[src/rtl/song_pkg.sv]
`default_nettype none
// +----------------------------------------------------------------------------+
// | Package     : song_pkg                                                     |
// | Description : Shared definitions for the song generator control path:    |
// |               pitch codes, sequencer state encoding and default sizing.   |
// | Revision    : 1.0 - initial release                                        |
// +----------------------------------------------------------------------------+

package song_pkg;

    // Default sizing for the sequencer and its note RAM.
    localparam int DEFAULT_NOTE_W         = 4;
    localparam int DEFAULT_SONG_LEN       = 256;
    localparam int DEFAULT_ADDR_W         = 8;
    localparam int DEFAULT_TICKS_PER_BEAT = 12500000;
    localparam int DEFAULT_TICK_W         = 24;

    // Pitch codes: 0 is silence, 1..15 are a chromatic run from D2 to E3.
    typedef enum logic [3:0] {
        REST = 4'd0,
        D2   = 4'd1,
        DS2  = 4'd2,
        E2   = 4'd3,
        F2   = 4'd4,
        FS2  = 4'd5,
        G2   = 4'd6,
        GS2  = 4'd7,
        A2   = 4'd8,
        AS2  = 4'd9,
        B2   = 4'd10,
        C3   = 4'd11,
        CS3  = 4'd12,
        D3   = 4'd13,
        DS3  = 4'd14,
        E3   = 4'd15
    } pitch_e;

    // One-hot sequencer state encoding.
    localparam int STATE_W = 5;

    typedef enum logic [STATE_W-1:0] {
        ST_IDLE     = 5'b00001,
        ST_GENERATE = 5'b00010,
        ST_PREFETCH = 5'b00100,
        ST_PLAY     = 5'b01000,
        ST_DONE     = 5'b10000
    } state_e;

    // States in which the sequencer reports itself busy.
    function automatic logic state_is_busy(input state_e s);
        return (s == ST_GENERATE) || (s == ST_PREFETCH) || (s == ST_PLAY);
    endfunction

endpackage

`default_nettype wire

[src/rtl/beat_timer.sv]
`default_nettype none
// +----------------------------------------------------------------------------+
// | Module      : beat_timer                                                   |
// | Description : Free-running beat counter with synchronous clear and count  |
// |               enable. Counts 0..TICKS-1 and wraps; o_tc is high while the  |
// |               count sits on its last value.                                |
// | Revision    : 1.0 - initial release                                        |
// |                                                                            |
// | Ports       : clk   - clock (posedge)                                      |
// |               rst   - synchronous active-high reset                        |
// |               i_clr - synchronous clear to 0 (wins over i_en)              |
// |               i_en  - advance the count this cycle                         |
// |               o_tc  - terminal count (count == TICKS-1)                    |
// +----------------------------------------------------------------------------+

module beat_timer #(
    parameter int TICKS = 3,
    parameter int CNT_W = 24
) (
    input  logic clk,
    input  logic rst,
    input  logic i_clr,
    input  logic i_en,
    output logic o_tc
);

    localparam logic [CNT_W-1:0] c_last = CNT_W'(TICKS - 1);

    logic [CNT_W-1:0] r_count;

    always_ff @(posedge clk) begin
        if (rst || i_clr) begin
            r_count <= '0;
        end else if (i_en) begin
            if (r_count == c_last) begin
                r_count <= '0;
            end else begin
                r_count <= r_count + CNT_W'(1);
            end
        end
    end

    assign o_tc = (r_count == c_last);

endmodule

`default_nettype wire

[src/rtl/song_sequencer.sv]
`default_nettype none
// +----------------------------------------------------------------------------+
// | Module      : song_sequencer                                               |
// | Description : Top-level controller for the song generator. Accepts one    |
// |               song of SONG_LEN notes from the generator, writes it into   |
// |               the note RAM, then plays it back holding each note for      |
// |               TICKS_PER_BEAT clock cycles.                                 |
// | Revision    : 1.0 - initial release                                        |
// |                                                                            |
// | Build option: SONG_SEQUENCER_LOOP_EN - when defined, playback wraps from  |
// |               the last note back to the first forever and DONE is never   |
// |               entered from PLAY.                                           |
// |                                                                            |
// | Ports       : CLOCK_50  - system clock (posedge)                           |
// |               reset     - synchronous active-high reset                    |
// |               start     - begin a new song (IDLE/DONE only)                |
// |               stop_req  - abort to IDLE from any state                     |
// |               gen_valid / gen_note / gen_ready - generator handshake       |
// |               mem_we / mem_addr / mem_wdata / mem_rdata - note RAM port    |
// |               play_note - pitch currently sounding                         |
// |               note_on   - PLAY and play_note != REST                       |
// |               busy      - GENERATE, PREFETCH or PLAY                       |
// |               done      - DONE                                             |
// +----------------------------------------------------------------------------+

module song_sequencer
    import song_pkg::*;
#(
    parameter int NOTE_W         = DEFAULT_NOTE_W,
    parameter int SONG_LEN       = DEFAULT_SONG_LEN,
    parameter int ADDR_W         = DEFAULT_ADDR_W,
    parameter int TICKS_PER_BEAT = DEFAULT_TICKS_PER_BEAT,
    parameter int TICK_W         = DEFAULT_TICK_W
) (
    input  logic              CLOCK_50,
    input  logic              reset,
    input  logic              start,
    input  logic              stop_req,
    input  logic              gen_valid,
    input  logic [NOTE_W-1:0] gen_note,
    output logic              gen_ready,
    output logic              mem_we,
    output logic [ADDR_W-1:0] mem_addr,
    output logic [NOTE_W-1:0] mem_wdata,
    input  logic [NOTE_W-1:0] mem_rdata,
    output logic [NOTE_W-1:0] play_note,
    output logic              note_on,
    output logic              busy,
    output logic              done
);

    localparam logic [ADDR_W-1:0] c_last_addr = ADDR_W'(SONG_LEN - 1);
    localparam logic [NOTE_W-1:0] c_rest      = NOTE_W'(REST);

    // ------------------------------------------------------------------------
    // Registers
    // ------------------------------------------------------------------------
    state_e            r_state;
    logic [ADDR_W-1:0] r_wr_ptr;
    logic [ADDR_W-1:0] r_rd_ptr;
    logic              r_pf_phase;
    logic [NOTE_W-1:0] r_play_note;
    logic              r_note_on;
    logic              r_busy;
    logic              r_done;

    // ------------------------------------------------------------------------
    // Next-state values
    // ------------------------------------------------------------------------
    state_e            w_state_nxt;
    logic [ADDR_W-1:0] w_wr_ptr_nxt;
    logic [ADDR_W-1:0] w_rd_ptr_nxt;
    logic              w_pf_phase_nxt;
    logic [NOTE_W-1:0] w_play_note_nxt;
    logic              w_handshake;
    logic              w_beat_tc;

    assign w_handshake = gen_valid && (r_state == ST_GENERATE);

    // Beat counter runs only while playing; it is held at 0 everywhere else
    // so every PLAY entry starts a fresh beat.
    beat_timer #(
        .TICKS (TICKS_PER_BEAT),
        .CNT_W (TICK_W)
    ) u_beat_timer (
        .clk   (CLOCK_50),
        .rst   (reset),
        .i_clr ((r_state != ST_PLAY) || stop_req),
        .i_en  (r_state == ST_PLAY),
        .o_tc  (w_beat_tc)
    );

    // ------------------------------------------------------------------------
    // State register
    // ------------------------------------------------------------------------
    always_ff @(posedge CLOCK_50) begin
        if (reset) begin
            r_state     <= ST_IDLE;
            r_wr_ptr    <= '0;
            r_rd_ptr    <= '0;
            r_pf_phase  <= 1'b0;
            r_play_note <= c_rest;
            r_note_on   <= 1'b0;
            r_busy      <= 1'b0;
            r_done      <= 1'b0;
        end else begin
            r_state     <= w_state_nxt;
            r_wr_ptr    <= w_wr_ptr_nxt;
            r_rd_ptr    <= w_rd_ptr_nxt;
            r_pf_phase  <= w_pf_phase_nxt;
            r_play_note <= w_play_note_nxt;
            // Status flags are registered from the next state so they line
            // up exactly with the state they describe.
            r_note_on   <= (w_state_nxt == ST_PLAY) && (w_play_note_nxt != c_rest);
            r_busy      <= state_is_busy(w_state_nxt);
            r_done      <= (w_state_nxt == ST_DONE);
        end
    end

    // ------------------------------------------------------------------------
    // Next-state logic
    // ------------------------------------------------------------------------
    always_comb begin
        w_state_nxt     = r_state;
        w_wr_ptr_nxt    = r_wr_ptr;
        w_rd_ptr_nxt    = r_rd_ptr;
        w_pf_phase_nxt  = r_pf_phase;
        w_play_note_nxt = r_play_note;

        case (r_state)
            ST_IDLE, ST_DONE: begin
                if (start) begin
                    w_state_nxt  = ST_GENERATE;
                    w_wr_ptr_nxt = '0;
                end
            end

            ST_GENERATE: begin
                if (w_handshake) begin
                    if (r_wr_ptr == c_last_addr) begin
                        // Explicit wrap: SONG_LEN may be smaller than the
                        // address space.
                        w_wr_ptr_nxt   = '0;
                        w_pf_phase_nxt = 1'b0;
                        w_state_nxt    = ST_PREFETCH;
                    end else begin
                        w_wr_ptr_nxt = r_wr_ptr + ADDR_W'(1);
                    end
                end
            end

            ST_PREFETCH: begin
                // Address 0 is presented for two cycles; by the second the
                // RAM's one-cycle read latency has delivered note 0.
                if (!r_pf_phase) begin
                    w_pf_phase_nxt = 1'b1;
                end else begin
                    w_pf_phase_nxt  = 1'b0;
                    w_play_note_nxt = mem_rdata;
                    w_rd_ptr_nxt    = '0;
                    w_state_nxt     = ST_PLAY;
                end
            end

            ST_PLAY: begin
                // mem_addr already points one note ahead, so mem_rdata holds
                // the next note by the time the beat expires.
                if (w_beat_tc) begin
                    if (r_rd_ptr != c_last_addr) begin
                        w_play_note_nxt = mem_rdata;
                        w_rd_ptr_nxt    = r_rd_ptr + ADDR_W'(1);
                    end else begin
`ifdef SONG_SEQUENCER_LOOP_EN
                        w_play_note_nxt = mem_rdata;
                        w_rd_ptr_nxt    = '0;
`else
                        w_play_note_nxt = c_rest;
                        w_rd_ptr_nxt    = '0;
                        w_state_nxt     = ST_DONE;
`endif
                    end
                end
            end

            default: begin
                w_state_nxt     = ST_IDLE;
                w_wr_ptr_nxt    = '0;
                w_rd_ptr_nxt    = '0;
                w_pf_phase_nxt  = 1'b0;
                w_play_note_nxt = c_rest;
            end
        endcase

        // Abort overrides everything, including a simultaneous start.
        if (stop_req) begin
            w_state_nxt     = ST_IDLE;
            w_wr_ptr_nxt    = '0;
            w_rd_ptr_nxt    = '0;
            w_pf_phase_nxt  = 1'b0;
            w_play_note_nxt = c_rest;
        end
    end

    // ------------------------------------------------------------------------
    // Memory-side decode
    // ------------------------------------------------------------------------
    always_comb begin
        mem_addr = '0;
        case (r_state)
            ST_GENERATE: mem_addr = r_wr_ptr;
            ST_PLAY:     mem_addr = r_rd_ptr + ADDR_W'(1);
            default:     mem_addr = '0;
        endcase
    end

    assign gen_ready = (r_state == ST_GENERATE);
    assign mem_we    = w_handshake;
    assign mem_wdata = gen_note;

    assign play_note = r_play_note;
    assign note_on   = r_note_on;
    assign busy      = r_busy;
    assign done      = r_done;

endmodule

`default_nettype wire
[config.mk]
export PLATFORM = sky130hd
export DESIGN_NAME = song_sequencer
export DESIGN_NICKNAME = d
export VERILOG_FILES = /design/src/rtl/song_pkg.sv /design/src/rtl/beat_timer.sv /design/src/rtl/song_sequencer.sv
export SDC_FILE = /design/constraint.sdc
export NUM_CORES = 1
export LEC_CHECK = 0
export BUFFER_PORTS_ARGS = -buffer_cell sky130_fd_sc_hd__buf_2
export CAP_MARGIN = 5
export CORE_ASPECT_RATIO = 2
export CORE_MARGIN = 8
export CORE_UTILIZATION = 55
export CTS_CLUSTER_DIAMETER = 50
export DETAILED_ROUTE_END_ITERATION = 10
export PLACE_DENSITY = 0.76
export SYNTH_ARGS = -nofsm -noshare
export SYNTH_HDL_FRONTEND = slang
export SYNTH_SLANG_ARGS = --single-unit
[constraint.sdc]
create_clock -name CLOCK_50 -period 5.2 [get_ports CLOCK_50]
set_input_delay 0.78 -clock CLOCK_50 [delete_from_list [all_inputs] [get_ports CLOCK_50]]
set_output_delay 0.78 -clock CLOCK_50 [all_outputs]
set_load 0.01 [all_outputs]
== Yosys cells after proc, flatten, opt, wreduce, memory -nomap -nowiden ==
Index checks and enable logic that the tools add are counted.
Operators by class
  add/sub/neg operators: 3
  $mul: 0
  div/mod/pow operators: 0
  magnitude comparators: 0
  equality and inequality tests: 18
  shift-type cells: 0
  mux-type cells: 27
  bitwise logic cells: 3
  reductions and logical operators: 15
Operators by type and width (number)
  two-way mux 8 bit: 6
  one-hot mux 8 bit (3 select lines): 2
  two-way mux 5 bit: 7
  adder 24 x 1 -> 24 bit, second input constant: 1
  == test 24 bit, second input constant: 1
  two-way mux 24 bit: 1
  one-hot mux 5 bit (4 select lines): 1
  adder 8 x 1 -> 8 bit, second input constant: 2
  two-way mux 4 bit: 4
  one-hot mux 8 bit (2 select lines): 1
  one-hot mux 4 bit (3 select lines): 1
  == test 5 x 2 -> 1 bit, second input constant: 2
  == test 5 x 3 -> 1 bit, second input constant: 2
  == test 5 x 4 -> 1 bit, second input constant: 2
  == test 5 bit, second input constant: 2
  AND reduction 3 bit: 3
  == test 8 bit, second input constant: 1
  inequality test 8 bit, second input constant: 1
  inequality test 2 bit, second input constant: 3
  OR reduction 2 bit: 3
  OR reduction 3 bit: 2
  == test 5 x 1 -> 1 bit, second input constant: 1
  inequality test 5 x 4 -> 1 bit, second input constant: 1
  logical OR 1 bit: 4
  6 further kinds: 12
Word-level totals
  bits in registers: 53
  bits in latches: 0
  memory bits (writable): 0
  memory bits (read-only): 0
  input port bits: 13
  output and inout port bits: 21
  logic and storage cells: 75
  memories: 0

== Depth between registers and ports, before layout ==
Gate-level depths: netlist (run 1).
  word-level depth: 8
  gate-level depth with buffers: 8
  gate-level depth less buffers: 6

== By module ==
A second synthesis (run 1) with hierarchy kept.
Unflattened totals
  cell total of the unflattened synthesis: 359
  area total of the unflattened synthesis: 2994.1 um2
By module, submodules not included
  song_sequencer: times used 1, cells each 215, area each 1775.5 um2, sequential area each 580.6 um2
  beat_timer: times used 1, cells each 144, area each 1218.7 um2, sequential area each 480.5 um2

== Least setup slack after synthesis (run 1) ==
No wires, ideal clock.
  path type: register to register
  start: reg u_beat_timer.r_count[7]
  end: reg r_rd_ptr[6]
  data arrival time: 2314 ps
  data required time: 5126 ps
  slack: 2812 ps
  stages on the path, launching flop included: 6
  buffers on the path: 0
  period minus slack after synthesis: 2388 ps
  cell sequence: dfxtp_1 -> or4b_1 -> or4_4 -> or3_4 -> or4_1 -> a31oi_1
Between the ends
  cells in the longest elaborated chain, start to end: 3
Ends and longest elaborated chain
  from (decl): line beat_timer.sv:29  | logic [CNT_W-1:0] r_count;
  from (signal assigned): line beat_timer.sv:38  | r_count <= r_count + CNT_W'(1);
  == test 24 bit: line beat_timer.sv:43  | assign o_tc = (r_count == c_last);
  inequality test 2 bit (no source line)
  AND reduction 3 bit (no source line)
  to (signal assigned): line song_sequencer.sv:109  | r_rd_ptr <= w_rd_ptr_nxt;
  to (decl): line song_sequencer.sv:60  | logic [ADDR_W-1:0] r_rd_ptr;
Every way passes these cells.
A chain may end at the register's enable or synchronous reset.

== Final worst setup path (run 1) ==
  start: reg r_state[3]
  end: out mem_addr[7]
Between the ends
  cells in the longest elaborated chain, start to end: 2
  elaborated cells between the ends (all ways): 3
  classes of those cells: eq/ne: 2; mux: 1
Ends and longest elaborated chain
  from (decl): line song_sequencer.sv:58  | state_e r_state;
  from (signal assigned): line song_sequencer.sv:107  | r_state <= w_state_nxt;
  == test 5 x 4 -> 1 bit or == test 5 x 2 -> 1 bit (tied branches): line song_sequencer.sv:209  | case (r_state)
  one-hot mux 8 bit (2 select lines) *: line song_sequencer.sv:209
  to (decl): line song_sequencer.sv:43  | output logic [ADDR_W-1:0] mem_addr,
Every way passes the cells marked *; elsewhere a longest branch is shown, timed or not.

==> results of run 1 <==
[logic make-up (layout without fill, tap and decap cells)]
group                      Yosys count  after routing  synth area share, %
AOI/OAI and AO/OA                   67             67                16.87
xor gates and xnor gates            29             29                9.231
adders and majority gates            3              3                1.364
buffers and inverters               28             43                4.457
DFF                                 53             53                38.56
muxes                                3              3                1.091
and+or+nand+nor                    154            154                28.42
[Yosys cell counts, drive strengths merged, types with 3 or more instances]
cell    count
o31ai       6
nor3b       5
nand3      19
o21ai      16
xnor2      11
inv        10
or3         5
a32o        4
dfxtp      53
or4         8
ha          3
a21o        3
mux2i       3
xor2       18
nor3       12
a21oi      13
nor2       41
buf         6
clkbuf     12
nand4       8
and3        9
nor4        3
a31oi       3
nand2      33
o211ai      3
[cell usage in the layout, fill, tap and decap left out, types with 2 or more instances in the layout]
master and count:
nor3_1 12, inv_1 10, and2_1 2, ha_1 3, and3_1 9, a21oi_1 13
o32ai_1 2, nand3_1 19, buf_2 25, a21o_1 3, o31a_1 2, nand2_1 33
or4b_1 2, o21ai_0 15, a221oi_1 2, nor4_1 3, xor2_1 18, and4_1 2
nand3b_1 2, a31oi_1 3, nor3b_1 5, clkbuf_8 5, a311oi_1 2, o31ai_1 5
or3_1 4, or4_1 7, nor2_1 41, dfxtp_1 53, o211ai_1 3, nand4_1 8
mux2i_1 3, a32o_1 4, xnor2_1 11
[flip-flops by register name, indices dropped and copies added (netlist names), 4 cells and up]
name                  cells
u_beat_timer.r_count     24
r_rd_ptr                  8
r_wr_ptr                  8
r_state                   5
play_note                 4
[per-stage QoR]
| step | cells | hold WS (ns) |
|---|---|---|
| finish | 409 | 0.4899 |
| global route | 409 | 0.5064 |
| CTS | 409 | 0.4925 |
| detailed placement | 402 | 0.4560 |
| global placement | 402 | 0.4459 |
| floorplan | 337 | 0.4299 |
[per-layer routing]
layer / GRT usage [%] / up-vias
met5: 0 / -
met4: 10.04 / 0
met3: 3.291 / 17
met2: 33.70 / 70
met1: 15.05 / 1191
li1: - / 1247
[layout make-up]
cell class                 instances  share of cell area, %
clock buffer                       5                  2.314
tap                               57                  2.398
clock inverter                     2                  1.178
multi-input combinational        256                  52.71
inverter                          10                  1.262
sequential                        53                  35.68
timing repair buffer              26                  4.459
[how the worst min path moves through the flow]
| stage | to | slack [ns] | depth (start not counted) |
|---|---|---|---|
| 2_1_floorplan | u_beat_timer.r_count[0] | 0.43 | 1 |
| 3_3_place_gp | u_beat_timer.r_count[0] | 0.45 | 1 |
| 3_5_place_dp | u_beat_timer.r_count[0] | 0.46 | 1 |
| 4_1_cts | play_note[1] | 0.49 | 1 |
| 5_1_grt | u_beat_timer.r_count[0] | 0.51 | 1 |
| 6_report | play_note[1] | 0.49 | 1 |
[power breakdown]
group          switching, mW  total [mW]  internal (mW)  leakage, nW
Sequential           0.00214       0.409          0.407        0.427
Clock                  0.134       0.274          0.140       0.0540
Combinational         0.0213      0.0326         0.0114        0.572
==> flow_metrics.py, run 1 <==
metrics = {
    "worst_setup_path": {
        "timing.rr.end": "r_rd_ptr[7]",
        "cp.depth": 5,
        "r2r_start": "u_beat_timer.r_count[13]",
        "crit_path_end_kind": "output pin",
        "start_kind": "flop",
        "critical_path_class": "flop to output pin",
        "worstPathCellList": "nor3b_1 -> nand2_1 -> a21oi_1 -> a21o_1 -> buf_2",
        "crit_family": "simple AND/OR/NAND/NOR gates",
        "worst-path-max-fanout": 16,
        "critPathLaunch": "r_state[3]",
        "timing.critical_path.buf_inv": 1,
        "worstPathRequired_ns": 4.42,
        "cpMaxStageDelayCell": "dfxtp_1",
        "endpoint": "mem_addr[7]",
        "rrSetupSlack_ns": 2.47,
        "critPathMaxStageDelay_ns": 0.48,
        "reg2reg_depth": 5,
        "arrival_ns": 2.09,
    },
    "routing": {
        "wl_um": 6528,
        "drt-initial-drc-count": 181,
        "wl_met3_um": 242,
        "top_layer": "met4",
        "postRouteAntennaNets": 0,
        "vias": 2525,
        "dr_wl_met2_um": 3712,
        "vias_per_cell": 6.174,
        "met1_length_um": 2380,
        "drc": 0,
        "drt-wirelength-per-cell_um": 15.96,
        "firstDrtPassIters": 4,
    },
    "place": {
        "place.gp.congestion": 0.8873,
        "dpl_cell_area_um2": 2870,
        "io_buffer_count": 25,
        "hpwl_um": 4924,
        "dpl_worst_slack_ns": 2.511,
    },
    "clock_tree": {
        "h-tree-depth": 2,
        "post_cts_buffers": 0,
        "ctsResizeCount": 0,
        "cts_buffers": 5,
        "path_clk_slew_ns": 0.09,
        "cts_tree": "done",
        "cts.sinks": 53,
        "cts_buffer_depth": 2,
        "clk_latency_ns": 0.31,
        "clockRootBuffer": "clkbuf_8",
        "ctsHoldBuffers": 0,
    },
    "yosys": {
        "yosysSeqAreaShare_pct": 38.56,
        "yosysWarnings": 0,
        "synth_area_leaders": "dfxtp_1, xor2_1, nor2_1, nand2_1, xnor2_1",
        "ys_async_sr_fraction_pct": 0,
        "ys_types": 52,
        "synth-edff-count": 0,
        "synth.avg_cell_area_um2": 8.164,
        "syn_area_um2": 2751,
        "yosysTopAreaCell": "dfxtp_1",
        "synth_nets": 353,
        "synthFlopType": "dfxtp_1",
        "ys_ff_latch": 53,
        "synth_top_area_share_pct": 38.56,
        "syn-instance-count": 337,
    },
    "min_path": {
        "holdCritPathClass": "flop to flop",
        "worstHoldStart": "play_note[1]",
    },
    "run_status": {
        "run_status": "finished clean",
    },
    "sta": {
        "fin_tns_setup_ns": 0,
        "fin_skew_ns": 0.008508,
        "finalCriticalPeriod_ns": 2.871,
        "hold_viol": 0,
        "fmax_mhz": 348.4,
        "finalMaxSlewViolations": 0,
        "report.final.setup_viol": 0,
        "tightest_slew_ns": 1.031,
        "rsz0062_at_grt": "false",
        "relSlewSlack_pct": 31.09,
        "fin_crit_sh_pct": 55.20,
        "fin_ws_ns": 2.329,
    },
    "global_routing": {
        "grt.overflow.total": 0,
        "grt_pass1_vias": 2373,
        "track_usage_pct": 17.16,
        "grt_start_max_net_pins": 24,
        "grt_pass1_wl_um": 10470,
        "antenna_found_initial": 0,
    },
    "finish": {
        "regArea_um2": 1061,
        "nNetsFinal": 368,
        "syn2layout_area_growth_pct": 8.094,
        "layout-drive-gt1-share_pct": 11.36,
        "multi_input_area_um2": 1568,
        "fin_area_um2": 2974,
        "diodes": 0,
        "fillCellCount": 449,
        "post-route-util_pct": 61.14,
    },
    "die": {
        "core_area_um2": 4865,
        "die_height_um": 116.0,
        "io_pins": 34,
        "initial_core_util_pct": 56.56,
        "num_rows": 36,
        "design.die.area_um2": 7659,
        "die_x_um": 66.01,
    },
    "power_and_ir_drop": {
        "ir_drop_v": 0.0002014,
        "p_per_area_nw_per_um2": 240.5,
        "p_leak_nw": 1.053,
        "power_mw": 0.7154,
    },
    "job": {
        "max_cap_violations": 0,
    },
}
No activity file was read; power rests on OpenSTA's default activity.
==> run 2: changes to the inputs <==
- CORE_UTILIZATION: 55 -> 52
- PLACE_DENSITY: 0.76 -> 0.75
- clock period: 5.2 -> 2.35 ns (I/O delays scaled with it)
==> run 2 against run 1 <==
Against the previous run:
- die area up 4.7%
- first-iteration DRC count up 3.3%
- design area up 7.6%
- count of clock-buffer cells in the layout unchanged
- critical path depth unchanged
- non-clock buffer count up 26
- largest power group unchanged
==> flow_metrics.py, run 2 (synthesis gave the netlist of run 1 again) <==
metrics = {
    "run_status": {
        "run_status": "finished clean",
    },
    "sta": {
        "finalCriticalPeriod_ns": 2.321,
        "fin_skew_ns": 0.006857,
        "finalMaxSlewViolations": 0,
        "fin_crit_sh_pct": 98.78,
        "report.final.setup_viol": 0,
        "tightest_slew_ns": 0.6778,
        "rsz0062_at_grt": "true",
        "fmax_mhz": 430.8,
        "fin_tns_setup_ns": 0,
        "relSlewSlack_pct": 54.81,
        "hold_viol": 0,
    },
    "worst_setup_path": {
        "worst-path-max-fanout": 3,
        "worstPathRequired_ns": 2.59,
        "timing.critical_path.buf_inv": 0,
        "rrSetupSlack_ns": 0.03,
        "reg2reg_depth": 5,
        "critPathMaxStageDelay_ns": 0.54,
        "r2r_start": "u_beat_timer.r_count[5]",
        "crit_family": "simple AND/OR/NAND/NOR gates",
        "worstPathCellList": "or4b_1 -> or4_4 -> or3_4 -> or4_1 -> a31oi_1",
        "start_kind": "flop",
        "crit_path_end_kind": "flop",
        "critical_path_class": "flop to flop",
        "cpMaxStageDelayCell": "or4_4",
        "arrival_ns": 2.56,
        "timing.rr.end": "r_rd_ptr[6]",
    },
    "finish": {
        "layout_commonest_cell": "dfxtp_1",
        "post-route-util_pct": 62.26,
        "layout-drive-gt1-share_pct": 19.89,
        "nNetsFinal": 394,
        "final_cell_mix": "dfxtp_1, nor2_1, nand2_1",
        "reg_top3": "u_beat_timer.r_count (24), r_rd_ptr (8), r_wr_ptr (8)",
        "syn2layout_area_growth_pct": 16.28,
        "largest_reg_flops": 24,
        "fillCellCount": 476,
        "diodes": 0,
        "regMostFlops": "u_beat_timer.r_count",
    },
    "clock_tree": {
        "cts_buffer_depth": 2,
        "cts_buffers": 5,
        "h-tree-depth": 2,
        "cts.sinks": 53,
        "clockRootBuffer": "clkbuf_8",
        "clk_latency_ns": 0.31,
        "cts_tree": "done",
        "path_clk_slew_ns": 0.09,
    },
    "routing": {
        "postRouteAntennaNets": 0,
        "vias": 2663,
        "drt-initial-drc-count": 187,
        "drt-wirelength-per-cell_um": 16.29,
        "firstDrtPassIters": 4,
        "drc": 0,
        "vias_per_cell": 6.122,
        "wl_um": 7088,
    },
    "die": {
        "initial_core_util_pct": 53.54,
        "num_rows": 37,
        "die_height_um": 118.9,
        "design.die.area_um2": 8016,
        "core_area_um2": 5139,
        "die_x_um": 67.44,
        "io_pins": 34,
    },
    "min_path": {
        "holdCritPathClass": "input pin to flop",
        "whs_path_depth": 2,
        "worstHoldStart": "mem_rdata[0]",
        "min_to": "play_note[0]",
    },
    "global_routing": {
        "use_met3_pct": 3.474,
        "antenna_found_initial": 0,
        "grt_pass1_wl_um": 11660,
        "grt.overflow.total": 0,
        "track_usage_pct": 18.23,
        "top_usage_layer": "met2",
        "met2_usage_pct": 34.20,
        "grt_start_max_net_pins": 24,
        "use_met1_pct": 17.14,
        "grt_pass1_vias": 2548,
    },
    "job": {
        "max_cap_violations": 0,
    },
    "power_and_ir_drop": {
        "p_leak_nw": 1.174,
        "ir_drop_v": 0.0003549,
        "p_per_area_nw_per_um2": 458.2,
    },
    "place": {
        "hpwl_um": 5255,
        "place.gp.congestion": 0.9216,
        "io_buffer_count": 25,
    },
}
run 2: cell count changes in the layout (fill, tap and decap cells not counted), sizes merged:
| cell | delta |
|---|---|
| inv | -1 |
| clkinvlp | +1 |
| bufinv | -1 |
| buf | +26 |
run 2: worst max path at each step:
stage                            start     endpoint  slack (ns)  depth (start not counted)
6_report       u_beat_timer.r_count[5]  r_rd_ptr[6]        0.03                          5
5_1_grt        u_beat_timer.r_count[9]  r_rd_ptr[6]       -0.04                          5
4_1_cts        u_beat_timer.r_count[5]  r_rd_ptr[6]        0.02                          5
3_5_place_dp   u_beat_timer.r_count[6]  r_rd_ptr[6]       -0.04                          5
3_3_place_gp   u_beat_timer.r_count[6]  r_rd_ptr[6]      -0.009                          5
2_1_floorplan  u_beat_timer.r_count[7]  r_rd_ptr[6]        0.02                          5
run 2: repair_timing:
action / CTS / global route
buffers inserted: 0 / 2
pin swaps: 2 / 2
resized for setup: 3 / 10
hold buffers: 0 / 0
endpoints found under the setup margin: 7 / 12
run 2: per-stage QoR:
stage	cell area (um2)	power (mW)	hold WS [ns]	setup WS, ns	instances
final	3199	1.466	0.3024	0.02875	435
after global routing	3199	1.520	0.2902	-0.04476	435
after CTS	3148	1.468	0.2994	0.01604	433
after detailed placement	3064	0.9985	0.4679	-0.03800	427
after global placement	3064	0.9980	0.4491	-0.008832	427
after floorplan	2751	0.9790	0.4299	0.02045	337
run 2: final cells by class:
cell class | instances | area, um2 | share of cell area (%)
Timing Repair Buffer | 52 | 340.3 | 10.64
Sequential cell | 53 | 1067 | 33.36
Inverter | 10 | 41.29 | 1.291
Clock inverter | 1 | 5.005 | 0.1564
Multi-Input combinational cell | 256 | 1604 | 50.14
Clock buffer | 5 | 68.82 | 2.151
Tap cell | 58 | 72.57 | 2.268
run 2: power by group:
group | switching [mW] | internal [mW] | total (mW) | leakage (nW)
registers | 0.00323 | 0.900 | 0.903 | 0.430
logic | 0.0502 | 0.0268 | 0.0770 | 0.705
clock network | 0.289 | 0.197 | 0.486 | 0.0399
run 2: per-layer routing:
layer  wire length [um]  share of wire (%)
met5                  0                  0
met2               4143                 58
met3                257                3.6
met4                163                2.3
met1               2523                 36
